**src/rtl/fir_frame_driver_pkg.sv**
```systemverilog
// Shared definitions for the FIR frame driver.
// Holds the sample width, the default tap count and the frame state encoding.
package fir_frame_driver_pkg;

    localparam int unsigned SAMPLE_W     = 18;
    localparam int unsigned TAPS_DEFAULT = 128;

    typedef logic signed [SAMPLE_W-1:0] sample_t;

    typedef enum logic [0:0] {
        IDLE = 1'b0,
        RUN  = 1'b1
    } state_e;

endpackage

```
**src/rtl/fir_frame_driver_if.sv**
```systemverilog
// Bus bundle for the FIR frame driver.
//   s_valid/s_data/s_ready    : upstream sample stream into the FIFO
//   fir_ready/fir_sig         : MAC strobe and sample towards the filter
//   fir_filtred               : filter result back from the filter
//   m_valid/m_data/m_ready    : downstream result stream
//   busy                      : frame in progress
// slave is the driver's view, master is the environment's view.
interface fir_frame_driver_if;
    import fir_frame_driver_pkg::*;

    logic    s_valid;
    sample_t s_data;
    logic    s_ready;
    logic    fir_ready;
    sample_t fir_sig;
    sample_t fir_filtred;
    logic    m_valid;
    sample_t m_data;
    logic    m_ready;
    logic    busy;

    modport slave (
        input  s_valid, s_data, fir_filtred, m_ready,
        output s_ready, fir_ready, fir_sig, m_valid, m_data, busy
    );

    modport master (
        output s_valid, s_data, fir_filtred, m_ready,
        input  s_ready, fir_ready, fir_sig, m_valid, m_data, busy
    );

endinterface

```
**src/rtl/fir_frame_driver_sample_fifo.sv**
```systemverilog
// sample_fifo: synchronous FIFO with a first-word fall-through head.
//   clk, rst  : clock and asynchronous active-high reset (empties the FIFO)
//   push_i    : write wdata_i when not full
//   wdata_i   : write data
//   pop_i     : drop the head when not empty
//   full_o    : no room for another word
//   empty_o   : no word available
//   rdata_o   : current head word (valid while !empty_o)
module sample_fifo
    import fir_frame_driver_pkg::*;
#(
    parameter int unsigned WIDTH = SAMPLE_W,
    parameter int unsigned DEPTH = 8
) (
    input  logic             clk,
    input  logic             rst,
    input  logic             push_i,
    input  logic [WIDTH-1:0] wdata_i,
    input  logic             pop_i,
    output logic             full_o,
    output logic             empty_o,
    output logic [WIDTH-1:0] rdata_o
);

    localparam int unsigned AW = $clog2(DEPTH);
    localparam logic [AW:0] FULL_CNT = (AW + 1)'(DEPTH);

    logic [WIDTH-1:0] mem_q [DEPTH];
    logic [AW-1:0]    wr_ptr_q, wr_ptr_d;
    logic [AW-1:0]    rd_ptr_q, rd_ptr_d;
    logic [AW:0]      count_q, count_d;
    logic             push_ok, pop_ok;

    assign full_o  = (count_q == FULL_CNT);
    assign empty_o = (count_q == '0);
    assign push_ok = push_i && !full_o;
    assign pop_ok  = pop_i && !empty_o;
    assign rdata_o = mem_q[rd_ptr_q];

    // Pointers wrap naturally because DEPTH is a power of two.
    always_comb begin
        wr_ptr_d = wr_ptr_q;
        rd_ptr_d = rd_ptr_q;
        count_d  = count_q;
        if (push_ok) wr_ptr_d = wr_ptr_q + 1'b1;
        if (pop_ok)  rd_ptr_d = rd_ptr_q + 1'b1;
        unique case ({push_ok, pop_ok})
            2'b10:   count_d = count_q + 1'b1;
            2'b01:   count_d = count_q - 1'b1;
            default: count_d = count_q;
        endcase
    end

    always_ff @(posedge clk or posedge rst) begin
        if (rst) begin
            wr_ptr_q <= '0;
            rd_ptr_q <= '0;
            count_q  <= '0;
        end else begin
            wr_ptr_q <= wr_ptr_d;
            rd_ptr_q <= rd_ptr_d;
            count_q  <= count_d;
        end
    end

    // Storage needs no reset: a word is only read after it was written.
    always_ff @(posedge clk) begin
        if (push_ok) mem_q[wr_ptr_q] <= wdata_i;
    end

endmodule

```
**src/rtl/fir_frame_driver.sv**
```systemverilog
// fir_frame_driver: feeds a serial FIR filter one frame at a time.
// Each frame starts with a load strobe that hands the FIFO head to the filter,
// followed by TAPS-1 MAC strobes; the previous frame's result is captured on
// the load strobe of the next frame.
//   clk, rst  : clock and asynchronous active-high reset
//   bus       : slave view of fir_frame_driver_if (sample in, filter side,
//               result out, busy)
module fir_frame_driver
    import fir_frame_driver_pkg::*;
#(
    parameter int unsigned TAPS       = TAPS_DEFAULT,
    parameter int unsigned FIFO_DEPTH = 8,
    parameter int unsigned STROBE_DIV = 1
) (
    input logic               clk,
    input logic               rst,
    fir_frame_driver_if.slave bus
);

    localparam int unsigned CW = $clog2(TAPS);
    localparam int unsigned DW = (STROBE_DIV > 1) ? $clog2(STROBE_DIV) : 1;
    localparam logic [CW-1:0] CNT_LAST = CW'(TAPS - 1);
    localparam logic [DW-1:0] DIV_LAST = DW'(STROBE_DIV - 1);
    localparam logic [0:0]    ST_IDLE  = IDLE;
    localparam logic [0:0]    ST_RUN   = RUN;

    logic [0:0]    state_q, state_d;
    logic [CW-1:0] cnt_q, cnt_d;
    logic [DW-1:0] div_q, div_d;
    logic          primed_q, primed_d;
    logic          m_valid_q, m_valid_d;
    sample_t       m_data_q, m_data_d;

    logic    fifo_full, fifo_empty;
    sample_t fifo_head;
    logic    div_done, slot_free, load, strobe;

    sample_fifo #(
        .WIDTH (SAMPLE_W),
        .DEPTH (FIFO_DEPTH)
    ) u_fifo (
        .clk     (clk),
        .rst     (rst),
        .push_i  (bus.s_valid),
        .wdata_i (bus.s_data),
        .pop_i   (load),
        .full_o  (fifo_full),
        .empty_o (fifo_empty),
        .rdata_o (fifo_head)
    );

    assign div_done  = (div_q == DIV_LAST);
    // The result slot is free if empty or being drained this very cycle.
    assign slot_free = !m_valid_q || bus.m_ready;
    assign load      = (state_q == ST_IDLE) && !fifo_empty && div_done && slot_free;
    assign strobe    = (state_q == ST_RUN) ? div_done : load;

    always_comb begin
        state_d   = state_q;
        cnt_d     = cnt_q;
        div_d     = div_q;
        primed_d  = primed_q;
        m_valid_d = m_valid_q;
        m_data_d  = m_data_q;

        // Divider parks at its terminal value while waiting in IDLE.
        if (strobe) begin
            div_d = '0;
        end else if (!div_done) begin
            div_d = div_q + 1'b1;
        end

        if (strobe) begin
            cnt_d   = cnt_q + 1'b1;
            state_d = (cnt_d == CNT_LAST) ? ST_IDLE : ST_RUN;
        end

        if (m_valid_q && bus.m_ready) m_valid_d = 1'b0;
        // The first load after reset only primes: the filter holds reset sums.
        if (load) begin
            primed_d = 1'b1;
            if (primed_q) begin
                m_valid_d = 1'b1;
                m_data_d  = bus.fir_filtred;
            end
        end
    end

    always_ff @(posedge clk or posedge rst) begin
        if (rst) begin
            state_q   <= ST_IDLE;
            cnt_q     <= CNT_LAST;
            div_q     <= '0;
            primed_q  <= 1'b0;
            m_valid_q <= 1'b0;
            m_data_q  <= '0;
        end else begin
            state_q   <= state_d;
            cnt_q     <= cnt_d;
            div_q     <= div_d;
            primed_q  <= primed_d;
            m_valid_q <= m_valid_d;
            m_data_q  <= m_data_d;
        end
    end

    assign bus.s_ready   = !fifo_full;
    assign bus.fir_ready = strobe;
    assign bus.fir_sig   = load ? fifo_head : '0;
    assign bus.m_valid   = m_valid_q;
    assign bus.m_data    = m_data_q;
    assign bus.busy      = (state_q == ST_RUN);

endmodule

```
**src/flat_wrapper.sv**
```systemverilog
// flat-port wrapper written by rule: the top's interface ports become plain ports
module fir_frame_driver_flat import fir_frame_driver_pkg::*;
#(
    parameter int unsigned TAPS       = TAPS_DEFAULT,
    parameter int unsigned FIFO_DEPTH = 8,
    parameter int unsigned STROBE_DIV = 1
)
  (clk, rst, bus_s_valid, bus_s_data, bus_fir_filtred, bus_m_ready, bus_s_ready, bus_fir_ready, bus_fir_sig, bus_m_valid, bus_m_data, bus_busy);
  fir_frame_driver_if bus_i ();
  input logic clk;
  input logic rst;
  input wire logic [$bits(bus_i.s_valid)-1:0] bus_s_valid;
  input wire logic [$bits(bus_i.s_data)-1:0] bus_s_data;
  input wire logic [$bits(bus_i.fir_filtred)-1:0] bus_fir_filtred;
  input wire logic [$bits(bus_i.m_ready)-1:0] bus_m_ready;
  output wire logic [$bits(bus_i.s_ready)-1:0] bus_s_ready;
  output wire logic [$bits(bus_i.fir_ready)-1:0] bus_fir_ready;
  output wire logic [$bits(bus_i.fir_sig)-1:0] bus_fir_sig;
  output wire logic [$bits(bus_i.m_valid)-1:0] bus_m_valid;
  output wire logic [$bits(bus_i.m_data)-1:0] bus_m_data;
  output wire logic [$bits(bus_i.busy)-1:0] bus_busy;
  assign bus_i.s_valid = bus_s_valid;
  assign bus_i.s_data = bus_s_data;
  assign bus_i.fir_filtred = bus_fir_filtred;
  assign bus_i.m_ready = bus_m_ready;
  assign bus_s_ready = bus_i.s_ready;
  assign bus_fir_ready = bus_i.fir_ready;
  assign bus_fir_sig = bus_i.fir_sig;
  assign bus_m_valid = bus_i.m_valid;
  assign bus_m_data = bus_i.m_data;
  assign bus_busy = bus_i.busy;
  fir_frame_driver #(.TAPS(TAPS), .FIFO_DEPTH(FIFO_DEPTH), .STROBE_DIV(STROBE_DIV)) u_core (.clk(clk), .rst(rst), .bus(bus_i));
endmodule
```
**config.mk**
```make
export PLATFORM = sky130hd
export DESIGN_NAME = fir_frame_driver_flat
export DESIGN_NICKNAME = d
export VERILOG_FILES = /design/src/rtl/fir_frame_driver_pkg.sv /design/src/rtl/fir_frame_driver_if.sv /design/src/rtl/fir_frame_driver_sample_fifo.sv /design/src/rtl/fir_frame_driver.sv /design/src/flat_wrapper.sv
export SDC_FILE = /design/constraint.sdc
export NUM_CORES = 1
export LEC_CHECK = 0
export ABC_CLOCK_PERIOD_IN_PS = 2950
export BUFFER_PORTS_ARGS = -buffer_cell sky130_fd_sc_hd__buf_2
export CAP_MARGIN = 15
export CORE_ASPECT_RATIO = 0.5
export CORE_MARGIN = 2
export CORE_UTILIZATION = 45
export CTS_CLUSTER_DIAMETER = 50
export DETAILED_ROUTE_END_ITERATION = 10
export GPL_TIMING_DRIVEN = 0
export SLEW_MARGIN = 0
export SYNTH_ARGS = -nofsm -noshare
export SYNTH_HDL_FRONTEND = slang
export SYNTH_SLANG_ARGS = --single-unit
```
**constraint.sdc**
```tcl
create_clock -name clk -period 2.95 [get_ports clk]
set_input_delay 0.295 -clock clk [delete_from_list [all_inputs] [get_ports clk]]
set_output_delay 0.295 -clock clk [all_outputs]
set_load 0.01 [all_outputs]
```
After elaboration in Yosys (flattened, before gate mapping)
Memory sizes are Yosys's and may differ from the RTL's.
Cells that the tools add are included.
{"block": "op_classes", "addsub": 6, "n_eq_ne": 4, "mux": 11, "bitwise": 2, "n_reduce_logical": 13}
{"operator": "two-way mux 18 bit", "count": 1}
{"operator": "two-way mux 1 bit", "count": 9}
{"operator": "one-hot mux 4 bit (2 select lines)", "count": 1}
{"operator": "adder 7 x 1 -> 7 bit, second input constant", "count": 1}
{"operator": "== test 7 bit, second input constant", "count": 1}
{"operator": "adder 3 x 1 -> 3 bit, second input constant", "count": 2}
{"operator": "logical AND 1 bit", "count": 6}
{"operator": "adder 4 x 1 -> 4 bit, second input constant", "count": 1}
{"operator": "== test 4 bit, second input constant", "count": 1}
{"operator": "zero test 4 bit", "count": 1}
{"operator": "subtractor 4 x 1 -> 4 bit, second input constant", "count": 1}
{"operator": "zero test 1 bit", "count": 3}
{"operator": "== test 2 x 1 -> 1 bit, second input constant", "count": 1}
{"operator": "== test 2 bit, second input constant", "count": 1}
{"operator": "inverter 1 bit", "count": 2}
{"operator": "AND reduction 2 bit", "count": 1}
{"operator": "nonzero test 2 bit", "count": 1}
{"operator": "adder 1 bit, second input constant", "count": 1}
{"operator": "logical OR 1 bit", "count": 1}
{"block": "totals", "regBits": 39, "ram_bits": 144, "output_inout_bits": 40, "word_cells": 46, "n_memories": 1}
{"name": "u_core.u_fifo.mem_q", "words": 8, "word_bits": 18, "rd": 1, "rd_clocked_by_memory_dff": 0, "wr": 1, "line": "fir_frame_driver_sample_fifo.sv:28", "source": "logic [WIDTH-1:0] mem_q [DEPTH];"}

Logic depth before layout (Yosys ltp)
Gate-level depths: netlist of the first run.
{"block": "depth", "ltp_word": 8, "depth_mapped": 12, "ltp_nobuf": 10}

Modules after synthesis
A second synthesis of the first run with hierarchy kept.
{"block": "unflattened", "hier_cells": 380, "area_unflattened_um2": 7513.5}
{"mod": "sample_fifo", "instances": 1, "cells_per_inst": 276, "area_each_um2": 6157.2}
{"mod": "fir_frame_driver", "instances": 1, "cells_per_inst": 104, "area_each_um2": 1356.3}

Least setup slack after synthesis of the first run
Ideal clock, no wire load.
{"block": "synth_timing", "kind": "reg2reg", "from": "register u_core.u_fifo.count_q[3]", "to": "memory u_core.u_fifo.mem_q[0][0] (netlist bit) (enable)", "setup_time_ps": 416, "arrival_time_ps": 2368, "required_ps": 2534, "slack_ps": 167, "stages_incl_launch_ff": 5, "synth_period_minus_slack_ps": 2783, "cell_sequence": "dfrtp_1 or4b_2 nand2_2 or2_2 nor3_1"}
{"block": "synth_via", "elab_chain_cells": 5}
{"element": "start: declaration", "line": "fir_frame_driver_sample_fifo.sv:31", "source": "logic [AW:0] count_q, count_d;"}
{"element": "start signal: assignment", "line": "fir_frame_driver_sample_fifo.sv:62", "source": "count_q <= count_d;"}
{"element": "== test 4 bit", "line": "fir_frame_driver_sample_fifo.sv:34", "source": "assign full_o = (count_q == FULL_CNT);"}
{"element": "zero test 1 bit"}
{"element": "via bus_s_ready", "line": "flat_wrapper.sv:16", "source": "output wire logic [$bits(bus_i.s_ready)-1:0] bus_s_ready;"}
{"element": "logical AND 1 bit", "line": "fir_frame_driver_sample_fifo.sv:36", "source": "assign push_ok = push_i && !full_o;"}
{"element": "two-way mux 1 bit", "line": "fir_frame_driver_sample_fifo.sv:68", "source": "if (push_ok) mem_q[wr_ptr_q] <= wdata_i;"}
{"element": "two-way mux 1 bit (implied by the code)", "line": "fir_frame_driver_sample_fifo.sv:68"}
{"element": "end: declaration", "line": "fir_frame_driver_sample_fifo.sv:28"}
The timed path passes the listed nets, and every way through them passes these cells.

Final worst setup path of the first run
{"block": "layout_timing", "from": "register u_core.u_fifo.rd_ptr_q[1]", "to": "output port bus_fir_sig[13]"}
{"block": "layout_via", "elab_chain_cells": 2}
{"element": "start: declaration", "line": "fir_frame_driver_sample_fifo.sv:30", "source": "logic [AW-1:0] rd_ptr_q, rd_ptr_d;"}
{"element": "start signal: assignment", "line": "fir_frame_driver_sample_fifo.sv:61", "source": "rd_ptr_q <= rd_ptr_d;"}
{"element": "memory (8 x 18 bit)"}
{"element": "two-way mux 18 bit", "line": "fir_frame_driver.sv:109", "source": "assign bus.fir_sig = load ? fifo_head : '0;"}
{"element": "end: declaration", "line": "flat_wrapper.sv:18", "source": "output wire logic [$bits(bus_i.fir_sig)-1:0] bus_fir_sig;"}
No other way between the ends.

==> results of run 1 <==
==> worst max-delay path, delay by kind of cell (launching register included) <==
| kind | cells | cell delay, ns |
|---|---|---|
| flops | 1 | 0.36 |
| buf+inv | 3 | 1.08 |
| simple gates | 1 | 0.06 |
| mux | 2 | 0.60 |
==> worst max-delay path by stage <==
stage / startpoint / endpoint / slack [ns] / cells past startpoint
finish: u_core.u_fifo.rd_ptr_q[1] / bus_fir_sig[13] / 0.15 / 6
CTS: u_core.u_fifo.rd_ptr_q[1] / bus_fir_sig[13] / 0.03 / 6
global placement: u_core.u_fifo.count_q[0] / u_core.u_fifo.mem_q[0][17] / -1.23 / 4
floorplan: u_core.u_fifo.count_q[3] / u_core.u_fifo.mem_q[0][0] / 0.17 / 4
detailed placement: u_core.u_fifo.count_q[0] / u_core.u_fifo.count_q[2] / 0.39 / 9
global route: u_core.u_fifo.rd_ptr_q[1] / bus_fir_sig[13] / 0.001 / 6
==> state kept, by name, summed over array words and instances (netlist names) <==
signal and count:
u_core.bus.busy 1, u_core.bus.m_data 18, u_core.bus.m_valid 1, u_core.cnt_q 7, u_core.primed_q 1, u_core.u_fifo.count_q 4, u_core.u_fifo.mem_q 144, u_core.u_fifo.rd_ptr_q 3
u_core.u_fifo.wr_ptr_q 3
==> logic make-up (layout without fill, tap and decap cells) <==
kind of cell,count (synthesis),in the layout
AO/OA/AOI/OAI,7,7
XOR/XNOR,18,18
adder cells (fa/ha/maj),7,7
buffers and inverters,19,140
flip-flops,182,182
multiplexers,74,74
AND/OR/NAND/NOR,64,64
==> cell type report <==
cell class | count | area (sq um)
Fill cell | 1209 | 6950
Sequential cell | 182 | 5280
Multi-Input combinational cell | 170 | 1890
Timing Repair Buffer | 89 | 543
Clock buffer | 18 | 429
Tap cell | 204 | 255
Clock inverter | 14 | 150
Buffer | 15 | 100
Inverter | 4 | 15.0
==> stage by stage <==
step / setup slack (ns) / power (mW)
3_5_place_dp: 0.394 / 4.97
4_1_cts: 0.0324 / 7.19
2_1_floorplan: 0.167 / 4.44
6_report: 0.151 / 7.09
5_1_grt: 0.00109 / 7.44
3_3_place_gp: -1.23 / 4.84
==> power breakdown <==
group / switching, mW / leakage [nW] / total (mW) / internal, mW
clock: 0.958 / 0.289 / 2.22 / 1.26
combinational: 0.722 / 1.11 / 1.41 / 0.689
sequential: 0.206 / 1.74 / 3.47 / 3.26
total: 1.89 / 3.14 / 7.09 / 5.21
==> cells in the final DEF (no fill, tap or decap), types with 2 or more instances in the layout <==
master	count
nor2_1	22
clkbuf_2	2
dfstp_2	7
nor2_2	6
clkbuf_16	17
nand2b_1	3
dfrtp_1	31
nand3_1	4
buf_6	6
nand4_1	2
clkinv_2	4
mux2_2	11
nor2b_1	2
inv_6	4
bufinv_16	2
clkbuf_1	4
xor2_1	5
mux2i_1	18
nor3_2	2
clkinv_4	4
mux4_2	36
buf_8	5
inv_1	3
ha_1	7
xnor2_1	13
nand2_1	13
edfxtp_1	144
mux2_4	9
or2_2	2
buf_2	84
o21ai_0	2
a21oi_1	3
==> routing by layer <==
metal | vias to the layer above | GRT usage | part of all wire
li1 | 1660 | - | -
met1 | 1795 | 0.238 | 0.45
met2 | 94 | 0.284 | 0.49
met3 | 8 | 0.0446 | 0.060
met4 | 2 | 0.0440 | 0.0049
met5 | - | 0 | 0.00094
==> summary.md, run 1 <==
| Metric | Value |
|---|---|
| RR Startpoint | `u_core.u_fifo.count_q[0]` |
| Element type at the critical path end | `primary output` |
| Unique cell type count in the Yosys netlist | `38` |
| Mapped Nets | `418` |
| Die H | `93.9 um` |
| CORE AREA | `0.0156 sq mm` |
| Worst slew margin | `0.361` |
| Worst vdd ir | `0.426 mV` |
| Leak | `3.14 nW` |
| Final critical-path required period | `2.80 ns` |
| Post-DRT Antenna Nets | `0` |
| Synth Area in Adders | `0.0121` |
| Unrepaired setup endpoints after global routing | `false` |
| RD Place Congestion | `0.690` |
| 1st-iter DRT viols | `190` |
| Ys async rst share | `0.209` |
| Vias in the first global route | `3641` |
| Bufs on Longest Clock Path | `2` |
| First-pass GRT wire length | `21200 um` |
| Mapped Avg Cell Area | `19.6 sq um` |
| Layout cells sized above 1 | `0.427` |
| # rows | `32` |
| Hold Fails Final Rpt | `0` |
| Synth-to-Final Area Change | `19.3%` |
| Wirelength, routed | `13900 um` |
| I/O pin total | `80` |
| Number of port buffers | `79` |
| CP Cell Sequence | `clkbuf_2, clkbuf_1, mux4_2, mux2i_1, nor2_1, buf_2` |
| Max Transition Viols Final | `0` |
| Mapped Cells | `371` |
| Pin count of the biggest net entering global routing | `39` |
| Status | `complete, no violations` |
| Reg-to-reg slack, setup | `0.38 ns` |
| Post-synthesis xor/xnor area fraction | `0.0217` |
| Total grt overflow | `0` |
| Worst hold slack | `0.0470 ns` |
| Clock latency on the worst-skew pair | `0.41 ns` |
| Most common cell in the netlist | `edfxtp_1` |
| Die width | `184 um` |
| Yosys top cell area share | `0.595` |
| ANT cells | `0` |
| Util after Layout | `0.555` |
| Critical path's largest stage delay | `0.63 ns` |
| Die ar. | `0.0172 sq mm` |
| Fmax | `0.357 GHz` |
| Total GRT Usage | `0.174` |
| # Post-CTS Setup Buffers | `0` |
| Post-DP Area | `0.00809 sq mm` |
| Hold Path Class | `input pin to async pin` |
| Main combinational cell family by area after synthesis | `multiplexers` |
| Via count | `3559` |
| R2r endpoint | `u_core.u_fifo.count_q[2]` |
| Hold Buf Count CTS | `0` |
| Most common library cells after synthesis | `edfxtp_1, mux4_2, dfrtp_1, nor2_1, mux2i_1` |
| Crit-path max FO | `10` |
| R2R depth | `9` |
| Setup violators final | `0` |
| Yosys top cell by area | `edfxtp_1` |
| Area fraction in compound gates after synthesis | `0.00620` |
| Crit share post-route | `0.949` |
| Synth area leaders | `edfxtp_1, mux4_2, dfrtp_1` |
| Num CTS Buffers | `17` |
| Clock skew | `0.00969 ns` |
| Clk root buf | `clkbuf_16` |
| Sequential-to-total area share from yosys stat | `0.727` |
| Critical path type | `flip-flop to primary output` |
| Slowest-stage cell, CP | `clkbuf_1` |
| Placed insts | `664` |
| HPWL after detailed placement | `8980 um` |
| Setup tns final | `0 ns` |
| Yosys warning count | `0` |
| Post-CTS sizing | `0` |
| DRC Markers | `0` |
| Non-filler instance count after layout | `696` |
| TritonCTS clock tree | `yes` |
| Slew @ Worst Pin | `0.958 ns` |
| Maxcap violations | `0` |
| Mapped cell area | `0.00727 sq mm` |
| Post-Synth Simple-Gate Area | `0.0451` |
| Worst path required time | `2.65 ns` |
| DR pass1 iterations | `4` |
| Power Density | `818 mW/mm^2` |
| Setup crit start kind | `flip-flop` |
| Post-synthesis mux area share | `0.172` |
| Data arrival, critical path | `2.50 ns` |
| Clock sink count | `182` |
| H-Tree Depth | `4` |
| Final instance area | `0.00867 sq mm` |
| Drt wl/cell | `19.9 um` |
| Initial antenna violation count | `1` |
| Vias per std cell | `5.11` |
| Initial Util | `0.465` |
| Post-synthesis register bit count | `182` |
| Fin nets | `526` |
| EDFF count, synth | `144` |
| Clock-pin slew on the worst setup and hold paths | `0.07 ns` |
| Main synth FF type | `edfxtp_1` |
Note: power is estimated with default switching activity, not from simulation.
==> inputs of run 2 (changes only) <==
- ABC_CLOCK_PERIOD_IN_PS: 2950 -> 2700
- clock period: 2.95 -> 2.7 ns (I/O delays scaled with it)
==> run 2 against run 1 <==
  * Final area rose by 0.27%
  * Sequential power grew 9.2%
  * Via count increased by 1.1%
  * Critical endpoint is now bus_fir_sig[10]
  * Largest cell class unchanged
==> summary.md, run 2 (synthesized netlist as in run 1, its figures left out) <==
| Metric | Value |
|---|---|
| Die H | `93.9 um` |
| Final instance area | `0.00869 sq mm` |
| DRC Markers | `0` |
| Critical path type | `flip-flop to primary output` |
| Worst slew margin | `0.434` |
| RD Place Congestion | `0.678` |
| Setup violators final | `0` |
| 1st-iter DRT viols | `178` |
| Design Power | `7.84 mW` |
| Clock-pin slew on the worst setup and hold paths | `0.07 ns` |
| Initial Util | `0.465` |
| Highest-count cells in the layout ignoring fill and taps | `edfxtp_1, buf_2, mux4_2, dfrtp_1, nor2_1` |
| Status | `complete, no violations` |
| Wirelength, routed | `13700 um` |
| # rows | `32` |
| Vias in the first global route | `3827` |
| Hold Fails Final Rpt | `0` |
| Crit-path max FO | `10` |
| Unrepaired setup endpoints after global routing | `false` |
| Drt wl/cell | `19.7 um` |
| Vias per std cell | `5.17` |
| DR pass1 iterations | `4` |
| Worst hold slack | `0.0182 ns` |
| Element type at the critical path end | `primary output` |
| Final critical-path required period | `2.53 ns` |
| Synth-to-Final Area Change | `19.6%` |
| Via count | `3598` |
| Clk root buf | `clkbuf_16` |
| Clock latency on the worst-skew pair | `0.42 ns` |
| Fin nets | `525` |
| Met2 WL | `6500 um` |
| Die width | `184 um` |
| Power Density | `902 mW/mm^2` |
| Fmax | `0.395 GHz` |
| M1 WL | `6370 um` |
| Hold Path Class | `input pin to async pin` |
| Layout cells sized above 1 | `0.434` |
| Data arrival, critical path | `2.26 ns` |
| H-Tree Depth | `4` |
| Worst vdd ir | `0.453 mV` |
| First-pass GRT wire length | `21600 um` |
| Max Transition Viols Final | `0` |
| I/O pin total | `80` |
| TritonCTS clock tree | `yes` |
| Pin count of the biggest net entering global routing | `39` |
| Largest Register | `u_core.u_fifo.mem_q` |
| Bufs on Longest Clock Path | `2` |
| Total grt overflow | `0` |
| Die ar. | `0.0172 sq mm` |
| Post-DP Area | `0.00807 sq mm` |
| CORE AREA | `0.0156 sq mm` |
| HPWL after detailed placement | `8910 um` |
| Number of port buffers | `79` |
| Commonest non-fill, non-tap cell in the layout | `edfxtp_1` |
| Slew @ Worst Pin | `0.848 ns` |
| Met3 wire len | `775 um` |
| Crit share post-route | `0.937` |
| Setup crit start kind | `flip-flop` |
| Initial antenna violation count | `2` |
| DR top layer | `met5` |
| Clock skew | `0.0110 ns` |
| Post-DRT Antenna Nets | `0` |
| Hold Buf Count CTS | `0` |
| Worst path required time | `2.43 ns` |
| Maxcap violations | `0` |
| Clock sink count | `182` |
| Num CTS Buffers | `17` |
| Setup WS post-layout | `0.169 ns` |
| Max reg flops | `144` |
| # fillers | `1223` |
| Setup tns final | `0 ns` |
| Post-Place Worst Slack | `0.134 ns` |
| Leak | `3.14 nW` |
| Total GRT Usage | `0.174` |
==> run 2: repair_timing <==
item,4_1_cts,5_1_grt
setup buffers,0,0
gates resized for setup,5,7
endpoints found under the setup margin,12,18
==> run 2: layout make-up <==
class	instances	area, sq um	area share
Clock buffer	18	429	0.0494
Inverter	4	15.0	0.00173
Timing Repair Buffer	88	519	0.0597
Antenna cell	1	2.50	0.000288
Sequential cell	182	5280	0.608
Multi-Input combinational cell	170	1900	0.219
Buffer	15	113	0.0130
Clock inverter	14	174	0.0200
Tap cell	204	255	0.0294
==> run 2: worst max-delay path, cell delays in order, from the launching register on <==
cell and delay [ns]:
dfrtp_1 0.36, buf_4 0.23, buf_4 0.30, mux4_2 0.53, mux2i_1 0.20, nor2_1 0.06
buf_2 0.15
==> run 2: through the flow <==
step	std cells	util
global placement	654	0.507
finish	696	0.557
detailed placement	663	0.517
CTS	695	0.556
global route	695	0.557
floorplan	371	-
==> run 2: final timing paths <==
| check | to | slack, ns | depth (start not counted) | from |
|---|---|---|---|---|
| min in group clk | u_core.bus.m_data[13] | 0.08 | 2 | bus_fir_filtred[13] |
| max | bus_fir_sig[10] | 0.17 | 6 | u_core.u_fifo.rd_ptr_q[0] |
| max reg2reg | u_core.u_fifo.count_q[2] | 0.18 | 9 | u_core.u_fifo.count_q[0] |
| min reg2reg | u_core.cnt_q[4] | 0.50 | 1 | u_core.cnt_q[4] |
| min | u_core.bus.m_data[0] | 0.02 | 2 | rst |
| max in group asynchronous | u_core.u_fifo.rd_ptr_q[1] | 2.16 | 2 | rst |
==> run 2: report_power, final <==
part	internal [mW]	total [mW]	leakage [nW]	switching [mW]
registers	3.56	3.79	1.74	0.227
logic	0.747	1.53	1.11	0.782
clock network	1.47	2.52	0.290	1.06
total	5.78	7.84	3.14	2.06
==> run 2: per-layer routing <==
layer	up-vias	GRT usage
li1	1652	-
met1	1843	0.239
met2	92	0.278
met3	9	0.0523
met4	2	0.0360
met5	-	0
